==> config.mk <==
export PLATFORM = sky130hd
export DESIGN_NAME = move_sequencer_flat
export DESIGN_NICKNAME = d
export VERILOG_FILES = /design/src/rtl/move_sequencer_if.sv /design/src/rtl/move_sequencer.sv /design/src/flat_wrapper.sv
export SDC_FILE = /design/constraint.sdc
export NUM_CORES = 1
export LEC_CHECK = 0
export ABC_AREA = 1
export CORE_ASPECT_RATIO = 0.8
export CORE_UTILIZATION = 47
export CTS_BUF_LIST = sky130_fd_sc_hd__clkbuf_2 sky130_fd_sc_hd__clkbuf_4 sky130_fd_sc_hd__clkbuf_8
export CTS_CLUSTER_DIAMETER = 30
export DETAILED_ROUTE_END_ITERATION = 10
export GPL_ROUTABILITY_DRIVEN = 1
export PLACE_DENSITY_LB_ADDON = 0.2
export SYNTH_ARGS = -nofsm -noshare
export SYNTH_HDL_FRONTEND = slang
export SYNTH_SLANG_ARGS = --single-unit
==> constraint.sdc <==
create_clock -name clk -period 13.8 [get_ports clk]
set_input_delay 3.45 -clock clk [delete_from_list [all_inputs] [get_ports clk]]
set_output_delay 3.45 -clock clk [all_outputs]
set_load 0.1 [all_outputs]
==> src/rtl/move_sequencer_if.sv <==
// rtl/move_sequencer_if.sv - signal bundle between move_sequencer and its neighbours
//
// Purpose: groups the instruction, data-memory, IO-bus and status signals of
// move_sequencer so they can be passed as one port.
// Signals:
//   instruction : instr_valid, op_code[5:0], src_addr[15:0], dst_addr[15:0], len[LEN_W-1:0]
//   memory      : mem_addr[13:0] (word address), mem_rd, mem_wr, mem_wdata[31:0], mem_rdata[31:0]
//   IO bus      : io_req, io_we, io_addr[15:0], io_wdata[31:0], io_rdata[31:0], io_ack
//   status      : pc_hold, busy, done, err, xfer_count[31:0]
// Modports: master = sequencer side, slave = surrounding system side.
interface move_sequencer_if #(
   parameter int LEN_W = 8
);
   logic             instr_valid;
   logic [5:0]       op_code;
   logic [15:0]      src_addr;
   logic [15:0]      dst_addr;
   logic [LEN_W-1:0] len;

   logic [13:0]      mem_addr;
   logic             mem_rd;
   logic             mem_wr;
   logic [31:0]      mem_wdata;
   logic [31:0]      mem_rdata;

   logic             io_req;
   logic             io_we;
   logic [15:0]      io_addr;
   logic [31:0]      io_wdata;
   logic [31:0]      io_rdata;
   logic             io_ack;

   logic             pc_hold;
   logic             busy;
   logic             done;
   logic             err;
   logic [31:0]      xfer_count;

   modport master (
      input  instr_valid, op_code, src_addr, dst_addr, len,
      input  mem_rdata, io_rdata, io_ack,
      output mem_addr, mem_rd, mem_wr, mem_wdata,
      output io_req, io_we, io_addr, io_wdata,
      output pc_hold, busy, done, err, xfer_count
   );

   modport slave (
      output instr_valid, op_code, src_addr, dst_addr, len,
      output mem_rdata, io_rdata, io_ack,
      input  mem_addr, mem_rd, mem_wr, mem_wdata,
      input  io_req, io_we, io_addr, io_wdata,
      input  pc_hold, busy, done, err, xfer_count
   );
endinterface

==> src/rtl/move_sequencer.sv <==
// rtl/move_sequencer.sv - multi-cycle MOVE executor between data memory and IO space
//
// Purpose: runs op 56 (stall), 57 (single-word move) and 58 (block move),
// holding the PC for the whole instruction. Addresses <= MEM_TOP go to data
// memory, higher addresses go to the IO bus.
// Ports:
//   clk  - rising-edge clock
//   rst  - asynchronous active-high reset
//   bus  - move_sequencer_if.master: instruction in, memory bus, IO bus, status
// Optional feature: define MOVE_XFER_COUNT_EN to get a cumulative word counter
// on xfer_count; otherwise xfer_count is constant 0.
module move_sequencer #(
   parameter int MEM_TOP    = 32764,
   parameter int IO_TIMEOUT = 64,
   parameter int LEN_W      = 8
) (
   input  logic             clk,
   input  logic             rst,
   move_sequencer_if.master bus
);
   localparam logic [15:0]      MEM_TOP_A = 16'(MEM_TOP);
   localparam int               TMO_W     = $clog2(IO_TIMEOUT + 1);
   localparam logic [TMO_W-1:0] TMO_LAST  = TMO_W'(IO_TIMEOUT - 1);
   localparam logic [5:0]       OP_STALL  = 6'd56;
   localparam logic [5:0]       OP_WORD   = 6'd57;
   localparam logic [5:0]       OP_BLOCK  = 6'd58;

   typedef enum logic [3:0] {
      IDLE, STALL, SRC_MEM, SRC_CAP, SRC_IO, DST_MEM, DST_IO, NEXT, DONE
   } state_t;

   state_t           state, next_state;
   logic [15:0]      src_q, dst_q;
   logic [LEN_W-1:0] rem_q;
   logic [31:0]      data_q;
   logic [TMO_W-1:0] tmo_q;
   logic             err_q, block_q, gap_q;
   logic             accept, op_ok, io_live, io_done, tmo_hit;
   logic [15:0]      src_nx, dst_nx;

   logic [13:0]      mem_addr_c;
   logic             mem_rd_c, mem_wr_c, io_req_c, io_we_c, done_c;
   logic [31:0]      mem_wdata_c, io_wdata_c;
   logic [15:0]      io_addr_c;

   function automatic state_t src_leg(input logic [15:0] a);
      return (a <= MEM_TOP_A) ? SRC_MEM : SRC_IO;
   endfunction

   function automatic state_t dst_leg(input logic [15:0] a);
      return (a <= MEM_TOP_A) ? DST_MEM : DST_IO;
   endfunction

   assign op_ok  = (bus.op_code == OP_STALL) || (bus.op_code == OP_WORD) ||
                   (bus.op_code == OP_BLOCK);
   assign src_nx = src_q + 16'd4;
   assign dst_nx = dst_q + 16'd4;

   // An IO->IO word would otherwise keep io_req high straight from the read
   // into the write; gap_q forces one idle request cycle between the two.
   assign io_live = (state == SRC_IO) || ((state == DST_IO) && !gap_q);
   assign io_done = io_live && bus.io_ack;
   assign tmo_hit = io_live && !bus.io_ack && (tmo_q == TMO_LAST);

   always_comb begin
      next_state  = state;
      accept      = 1'b0;
      mem_addr_c  = '0;
      mem_rd_c    = 1'b0;
      mem_wr_c    = 1'b0;
      mem_wdata_c = '0;
      io_req_c    = 1'b0;
      io_we_c     = 1'b0;
      io_addr_c   = '0;
      io_wdata_c  = '0;
      done_c      = 1'b0;
      case (state)
         IDLE: begin
            if (bus.instr_valid && op_ok && !rst) begin
               accept = 1'b1;
               if (bus.op_code == OP_STALL)
                  next_state = STALL;
               else if ((bus.op_code == OP_BLOCK) && (bus.len == '0))
                  next_state = NEXT;
               else
                  next_state = src_leg(bus.src_addr);
            end
         end
         STALL:   next_state = DONE;
         SRC_MEM: begin
            mem_rd_c   = 1'b1;
            mem_addr_c = src_q[15:2];
            next_state = SRC_CAP;
         end
         SRC_CAP: next_state = dst_leg(dst_q);
         SRC_IO: begin
            io_req_c  = 1'b1;
            io_addr_c = src_q;
            if (io_done)      next_state = dst_leg(dst_q);
            else if (tmo_hit) next_state = DONE;
         end
         DST_MEM: begin
            mem_wr_c    = 1'b1;
            mem_addr_c  = dst_q[15:2];
            mem_wdata_c = data_q;
            next_state  = block_q ? NEXT : DONE;
         end
         DST_IO: begin
            io_req_c   = !gap_q;
            io_we_c    = 1'b1;
            io_addr_c  = dst_q;
            io_wdata_c = data_q;
            if (io_done)      next_state = block_q ? NEXT : DONE;
            else if (tmo_hit) next_state = DONE;
         end
         // rem_q of 0 only happens for len == 0; treat it like the last word.
         NEXT:    next_state = (rem_q <= LEN_W'(1)) ? DONE : src_leg(src_nx);
         DONE: begin
            done_c     = 1'b1;
            next_state = IDLE;
         end
         default: next_state = IDLE;
      endcase
   end

   always_ff @(posedge clk or posedge rst) begin
      if (rst) begin
         state   <= IDLE;
         src_q   <= '0;
         dst_q   <= '0;
         rem_q   <= '0;
         data_q  <= '0;
         tmo_q   <= '0;
         err_q   <= 1'b0;
         block_q <= 1'b0;
         gap_q   <= 1'b0;
      end else begin
         state <= next_state;
         gap_q <= (state == SRC_IO) && io_done;
         if (accept) begin
            src_q   <= bus.src_addr;
            dst_q   <= bus.dst_addr;
            rem_q   <= bus.len;
            block_q <= (bus.op_code == OP_BLOCK);
            err_q   <= 1'b0;
         end
         if (state == SRC_CAP)
            data_q <= bus.mem_rdata;
         else if ((state == SRC_IO) && io_done)
            data_q <= bus.io_rdata;
         if (state == NEXT) begin
            src_q <= src_nx;
            dst_q <= dst_nx;
            if (rem_q != '0) rem_q <= rem_q - LEN_W'(1);
         end
         if (io_live && !bus.io_ack && !tmo_hit)
            tmo_q <= tmo_q + TMO_W'(1);
         else
            tmo_q <= '0;
         if (tmo_hit)
            err_q <= 1'b1;
      end
   end

   assign bus.mem_addr  = mem_addr_c;
   assign bus.mem_rd    = mem_rd_c;
   assign bus.mem_wr    = mem_wr_c;
   assign bus.mem_wdata = mem_wdata_c;
   assign bus.io_req    = io_req_c;
   assign bus.io_we     = io_we_c;
   assign bus.io_addr   = io_addr_c;
   assign bus.io_wdata  = io_wdata_c;
   assign bus.done      = done_c;
   assign bus.busy      = (state != IDLE);
   assign bus.pc_hold   = accept || (state != IDLE);
   assign bus.err       = err_q;

`ifdef MOVE_XFER_COUNT_EN
   logic [31:0] xfer_q;
   always_ff @(posedge clk or posedge rst) begin
      if (rst)
         xfer_q <= '0;
      else if ((state == DST_MEM) || ((state == DST_IO) && io_done))
         xfer_q <= xfer_q + 32'd1;
   end
   assign bus.xfer_count = xfer_q;
`else
   assign bus.xfer_count = 32'd0;
`endif
endmodule

==> src/flat_wrapper.sv <==
// flat-port wrapper written by rule: the top's interface ports become plain ports
module move_sequencer_flat 
#(
   parameter int MEM_TOP    = 32764,
   parameter int IO_TIMEOUT = 64,
   parameter int LEN_W      = 8
)
  (clk, rst, bus_instr_valid, bus_op_code, bus_src_addr, bus_dst_addr, bus_len, bus_mem_rdata, bus_io_rdata, bus_io_ack, bus_mem_addr, bus_mem_rd, bus_mem_wr, bus_mem_wdata, bus_io_req, bus_io_we, bus_io_addr, bus_io_wdata, bus_pc_hold, bus_busy, bus_done, bus_err, bus_xfer_count);
  move_sequencer_if #(.LEN_W(LEN_W)) bus_i ();
  input  logic clk;
  input  logic rst;
  input wire logic [$bits(bus_i.instr_valid)-1:0] bus_instr_valid;
  input wire logic [$bits(bus_i.op_code)-1:0] bus_op_code;
  input wire logic [$bits(bus_i.src_addr)-1:0] bus_src_addr;
  input wire logic [$bits(bus_i.dst_addr)-1:0] bus_dst_addr;
  input wire logic [$bits(bus_i.len)-1:0] bus_len;
  input wire logic [$bits(bus_i.mem_rdata)-1:0] bus_mem_rdata;
  input wire logic [$bits(bus_i.io_rdata)-1:0] bus_io_rdata;
  input wire logic [$bits(bus_i.io_ack)-1:0] bus_io_ack;
  output wire logic [$bits(bus_i.mem_addr)-1:0] bus_mem_addr;
  output wire logic [$bits(bus_i.mem_rd)-1:0] bus_mem_rd;
  output wire logic [$bits(bus_i.mem_wr)-1:0] bus_mem_wr;
  output wire logic [$bits(bus_i.mem_wdata)-1:0] bus_mem_wdata;
  output wire logic [$bits(bus_i.io_req)-1:0] bus_io_req;
  output wire logic [$bits(bus_i.io_we)-1:0] bus_io_we;
  output wire logic [$bits(bus_i.io_addr)-1:0] bus_io_addr;
  output wire logic [$bits(bus_i.io_wdata)-1:0] bus_io_wdata;
  output wire logic [$bits(bus_i.pc_hold)-1:0] bus_pc_hold;
  output wire logic [$bits(bus_i.busy)-1:0] bus_busy;
  output wire logic [$bits(bus_i.done)-1:0] bus_done;
  output wire logic [$bits(bus_i.err)-1:0] bus_err;
  output wire logic [$bits(bus_i.xfer_count)-1:0] bus_xfer_count;
  assign bus_i.instr_valid = bus_instr_valid;
  assign bus_i.op_code = bus_op_code;
  assign bus_i.src_addr = bus_src_addr;
  assign bus_i.dst_addr = bus_dst_addr;
  assign bus_i.len = bus_len;
  assign bus_i.mem_rdata = bus_mem_rdata;
  assign bus_i.io_rdata = bus_io_rdata;
  assign bus_i.io_ack = bus_io_ack;
  assign bus_mem_addr = bus_i.mem_addr;
  assign bus_mem_rd = bus_i.mem_rd;
  assign bus_mem_wr = bus_i.mem_wr;
  assign bus_mem_wdata = bus_i.mem_wdata;
  assign bus_io_req = bus_i.io_req;
  assign bus_io_we = bus_i.io_we;
  assign bus_io_addr = bus_i.io_addr;
  assign bus_io_wdata = bus_i.io_wdata;
  assign bus_pc_hold = bus_i.pc_hold;
  assign bus_busy = bus_i.busy;
  assign bus_done = bus_i.done;
  assign bus_err = bus_i.err;
  assign bus_xfer_count = bus_i.xfer_count;
  move_sequencer #(.MEM_TOP(MEM_TOP), .IO_TIMEOUT(IO_TIMEOUT), .LEN_W(LEN_W)) u_core (.clk(clk), .rst(rst), .bus(bus_i));
endmodule
# After elaboration in Yosys (flattened, before gate mapping)

Index checks and enable logic that the tools add are counted.

Register bits after elaboration: 86
Bits in latches: 0
RAM bits: 0
ROM bits: 0
Input bits: 114
Output and inout port bits: 134
Word-level logic and storage cells: 89
Memories kept: 0

$add $sub $neg: 4
Multipliers: 0
Div/mod/pow operators: 0
$lt $le $gt $ge: 4
Equality and inequality tests: 13
Shift operators: 0
Muxes and demuxes: 35
Bitwise logic cells: 0
Reductions and logical operators: 24

Operators with widths:

| kind                                                              | number |
|---|---|
| two-way mux 32 bit                                                | 4 |
| two-way mux 16 bit                                                | 4 |
| less-or-equal comparator 16 x 15 -> 1 bit (second input constant) | 3 |
| adder 16 x 3 -> 16 bit (second input constant)                    | 2 |
| two-way mux 4 bit                                                 | 8 |
| case mux 16 bit (2 select lines)                                  | 1 |
| case mux 4 bit (8 select lines)                                   | 1 |
| case mux 14 bit (2 select lines)                                  | 1 |
| two-way mux 8 bit                                                 | 3 |
| equality test 6 bit (second input constant)                       | 3 |
| equality test 4 x 3 -> 1 bit (second input constant)              | 4 |
| logical AND 1 bit                                                 | 9 |
| equality test 4 x 2 -> 1 bit (second input constant)              | 2 |
| less-or-equal comparator 8 x 1 -> 1 bit (second input constant)   | 1 |
| logical NOT 8 bit                                                 | 1 |
| two-way mux 1 bit                                                 | 8 |
| nonzero test 8 bit                                                | 1 |
| subtractor 8 x 1 -> 8 bit (second input constant)                 | 1 |
| adder 7 x 1 -> 7 bit (second input constant)                      | 1 |
| equality test 7 x 6 -> 1 bit (second input constant)              | 1 |
| two-way mux 7 bit                                                 | 1 |
| two-way mux 3 bit                                                 | 2 |
| nonzero test 2 bit                                                | 3 |
| equality test 4 x 1 -> 1 bit (second input constant)              | 1 |
| 8 further kinds                                                   | 14 |

# Logic depth before layout (Yosys ltp)

Word-level depth: 10
Gate-level depth with buffers: 13
Mapped depth without buffers: 13

# Least setup slack after synthesis

No wires, ideal clock.

Path type: in2out
Start: in rst
End: out bus_pc_hold
Arrival time: 6.409 ns
Required time: 10.350 ns
Setup slack: 3.941 ns
Stages: 5
Path buffers: 0
Path through: inv_1 o211ai_1 nor2_1 nor2_1 inv_1

Cells in the longest elaborated chain, start to end: 5

RTL lines:

| what              | line                  | RTL |
|---|---|---|
| start, declared   | flat_wrapper.sv:11    | `input logic rst;` |
| logical NOT 1 bit | move_sequencer.sv:79  | `if (bus.instr_valid && op_ok && !rst) begin` |
| logical AND 1 bit | move_sequencer.sv:79  |  |
| two-way mux 1 bit | move_sequencer.sv:79  |  |
| two-way mux 1 bit | move_sequencer.sv:77  | `case (state)` |
| logical OR 1 bit  | move_sequencer.sv:175 | `assign bus.pc_hold = accept \|\| (state != IDLE);` |
| end, declared     | flat_wrapper.sv:28    | `output wire logic [$bits(bus_i.pc_hold)-1:0] bus_pc_hold;` |

No other way between the ends.

# Worst setup path in the final report

Same ends and word-level chain as after synthesis.

==> flow_summary.json <==
{
  "synth_sequential_area_ratio_pct": 37.7,
  "max-slew-margin-rel_pct": 30.7,
  "detailedRoute.firstIterationViolations": 468,
  "fin_ws_ns": 4.24,
  "use_met3_pct": 5.15,
  "gr-max-usage-layer": "met2",
  "dpl.cell_count": 1169,
  "outcome": "finished with violations",
  "post_syn_instances": 837,
  "drtAntennaViolNets": 0,
  "start_point_of_the_critical_path": "rst",
  "finalHoldWorstSlack_ns": 0.479,
  "synth_ff_type": "sky130_fd_sc_hd__dfrtp_1",
  "hold_path_startpoint": "u_core.tmo_q[5]",
  "period_needed_ns": 9.56,
  "largest_net_degree_at_the_start_of_global_routing": 65,
  "timing.hold.worst.class": "flop to flop",
  "syn2layout_area_growth_pct": 39.6,
  "layout-drive-gt1-share_pct": 3.47,
  "number_of_enable_type_register_cells_in_the_synthesized_netlist": 0,
  "max-clock-path-buffers": 2,
  "dp_hpwl_um": 13000,
  "met2_usage_pct": 45.9,
  "ctsRootBufferMaster": "sky130_fd_sc_hd__clkbuf_8",
  "viasPerCell": 5.21,
  "die_w_um": 125,
  "clk_pin_slew_ns": 0.09,
  "ys_types": 41,
  "post_drt_wl_per_cell_um": 14.6,
  "core_region_area_um2": 11700,
  "cp_max_fo": 40,
  "synth-async-reset-ratio_pct": 100,
  "routabilityCongestion": 0.876,
  "initial_core_util_pct": 48.8,
  "port_buffers": 215,
  "tritoncts": "done",
  "grt.overflow.total": 0,
  "timing.critical_path.from_type": "primary input",
  "power_leakage_nw": 3.75,
  "worst_slew_pin_slew_ns": 1.04,
  "cts-buffers-inserted": 9,
  "crit_path_cell_trace": "clkdlybuf4s50_1, clkinv_2, o211ai_1, nor2_1, nor2_1, inv_1, clkdlybuf4s50_1",
  "report.final.hold_viol_count": 0,
  "maxCapViolCount": 0,
  "fin_worst_skew_ns": 0.0167,
  "cp-end-kind": "primary output",
  "antenna_found_initial": 0,
  "final_cells": 1185,
  "detail_route.first_pass.iterations": 10,
  "layout_worst_path_cycle_share_pct": 69.2,
  "cts.hold.buffers_added": 0,
  "critPathMaxStageDelay_ns": 0.98,
  "sinks_on_clock_net": 86,
  "via_count": 6177,
  "dieArea_um2": 12600,
  "final_standard_cell_area_without_fillers_um2": 7970,
  "cts.repair.resized": 0,
  "violations": "DRC",
  "rsz0062_at_grt": "false",
  "power-per-cell-area_nw_per_um2": 185,
  "worstSetupPathType": "primary input to primary output",
  "worst_ep_required_time_ns": 10.35,
  "die_height_um": 101,
  "r2r_end": "u_core.rem_q[0]",
  "worst_ir_drop_vdd_v": 0.000141,
  "r2r_setup_slack_ns": 11.12,
  "floorplan.io_pins": 248,
  "worst-endpoint-arrival_ns": 6.11,
  "cts_htree_levels": 3,
  "first_global_vias": 5678,
  "wirelength_um": 17300,
  "setup_crit_end": "bus_pc_hold",
  "finalNetCount": 1152,
  "antennaDiodeCount": 0,
  "worst-r2r-cell-count": 9,
  "synth_area_um2": 5710,
  "crit_path_top_delay_cell": "sky130_fd_sc_hd__clkdlybuf4s50_1",
  "setup_viol": 0,
  "post-cts-setup-buffers": 0,
  "syn-mean-instance-area_um2": 6.82,
  "drc": 8,
  "synthesis.yosys.warnings": 0,
  "postSynthRegisterBits": 86,
  "slew_viol_final": 0,
  "total_negative_setup_slacks_ns": 0,
  "timing.rr.start": "u_core.state[0]",
  "overall_global_routing_usage_pct": 27.7,
  "max_clock_freq_mhz": 105,
  "pre_cts_slack_ns": 4.17,
  "clk_latency_worst_skew_pair_ns": 0.36,
  "grt_first_pass_wirelength_um": 27800,
  "placed_area_um2": 7790,
  "num_rows": 35,
  "grt_util_met1_pct": 37.1
}
-- worst min path at each step --
stage,slack [ns],end,cells after the start
floorplan,0.43,u_core.tmo_q[0],1
global placement,0.45,u_core.tmo_q[0],1
detailed placement,0.47,u_core.tmo_q[0],1
CTS,0.48,u_core.tmo_q[0],1
global route,0.51,u_core.tmo_q[0],1
finish,0.48,u_core.tmo_q[6],1
-- metrics by stage --
step | total power, W | util (%)
floorplan | 0.00110 | -
global placement | 0.00129 | 66.6
detailed placement | 0.00131 | 66.6
CTS | 0.00147 | 68.2
global route | 0.00157 | 68.2
finish | 0.00148 | 68.2
-- cell usage after synthesis, drive strengths merged, types with 2 or more instances --
library cell / number / area (um^2)
o211ai: 22 / 165
nand2: 205 / 779
ha: 6 / 75.1
a21oi: 15 / 75.1
o221ai: 8 / 70.1
or2: 2 / 12.5
xor2: 3 / 26.3
clkbuf: 13 / 48.8
nor3b: 2 / 15.0
o22ai: 29 / 181
nor2: 156 / 596
dfrtp: 86 / 2150
nand3: 39 / 195
o21ai: 24 / 131
nor3: 9 / 61.3
nand4: 10 / 62.6
a31oi: 33 / 206
inv: 111 / 417
xnor2: 2 / 17.5
buf: 53 / 357
-- metal layers --
metal / wire (um) / vias up / part of all wire [%]
met3: 1310 / 34 / 7.6
met4: 382 / 0 / 2.2
met1: 7650 / 2844 / 44
li1: - / 3036 / -
met2: 7990 / 263 / 46
met5: 0 / - / 0
-- sequential cells by signal, indices dropped and copies added (netlist names) --
| register | count |
|---|---|
| u_core.data_q | 32 |
| u_core.dst_q | 16 |
| u_core.src_q | 16 |
| u_core.rem_q | 8 |
| u_core.tmo_q | 7 |
| u_core.state | 4 |
| u_core.block_q | 1 |
| u_core.bus.err | 1 |
| u_core.gap_q | 1 |
-- area by class of cell --
type / count / area [um^2]
fill: 1033 / 3720
multi-input combinational: 605 / 2860
timing repair buffer: 219 / 2180
sequential: 86 / 2150
inverter: 111 / 418
tap: 148 / 185
clock buffer: 11 / 145
clock inverter: 5 / 35.0
-- cells in the final DEF, fill, tap and decap left out, types with 2 or more instances in the layout --
| cell | netlist | layout |
|---|---|---|
| sky130_fd_sc_hd__nor3_1 | 7 | 7 |
| sky130_fd_sc_hd__xor2_1 | 3 | 3 |
| sky130_fd_sc_hd__ha_1 | 6 | 6 |
| sky130_fd_sc_hd__nor2_1 | 154 | 154 |
| sky130_fd_sc_hd__clkinv_4 | 0 | 2 |
| sky130_fd_sc_hd__inv_1 | 107 | 106 |
| sky130_fd_sc_hd__clkbuf_8 | 0 | 10 |
| sky130_fd_sc_hd__a31oi_1 | 33 | 33 |
| sky130_fd_sc_hd__a21oi_1 | 15 | 15 |
| sky130_fd_sc_hd__buf_4 | 38 | 4 |
| sky130_fd_sc_hd__nand3_1 | 39 | 39 |
| sky130_fd_sc_hd__nand4_1 | 10 | 10 |
| sky130_fd_sc_hd__clkdlybuf4s50_1 | 0 | 215 |
| sky130_fd_sc_hd__nand2_1 | 201 | 200 |
| sky130_fd_sc_hd__nor3b_1 | 2 | 2 |
| sky130_fd_sc_hd__nand2_2 | 4 | 5 |
| sky130_fd_sc_hd__inv_2 | 4 | 4 |
| sky130_fd_sc_hd__clkinv_2 | 0 | 3 |
| sky130_fd_sc_hd__dfrtp_1 | 86 | 86 |
| sky130_fd_sc_hd__o22ai_1 | 29 | 29 |
| sky130_fd_sc_hd__o211ai_1 | 22 | 22 |
| sky130_fd_sc_hd__o221ai_1 | 8 | 8 |
| sky130_fd_sc_hd__conb_1 | 1 | 32 |
| sky130_fd_sc_hd__xnor2_1 | 2 | 2 |
| sky130_fd_sc_hd__o21ai_0 | 22 | 22 |
-- power breakdown --
group          switching (W)  internal (W)  total (W)  leakage, nW
Combinational       0.000632      0.000234   0.000866         2.66
Sequential         0.0000875      0.000359   0.000446        0.997
Clock              0.0000931     0.0000724   0.000166       0.0927
Total               0.000813      0.000665    0.00148         3.75
-- worst max-delay path: cells and delay by family --
| kind | cells | cell delay [ns] |
|---|---|---|
| and+or+nand+nor | 2 | 0.24 |
| buffers and inverters | 4 | 2.10 |
| AOI/OAI and AO/OA | 1 | 0.29 |
-- cell families after synthesis --
kind of cell / synth area share (%)
and+or+nand+nor: 30.4
buffers and inverters: 14.4
adders and majority gates: 1.31
DFF: 37.7
AOI/OAI and AO/OA: 15.4
xor gates and xnor gates: 0.767
other: 0.0657
No activity file was read; power rests on OpenSTA's default activity.
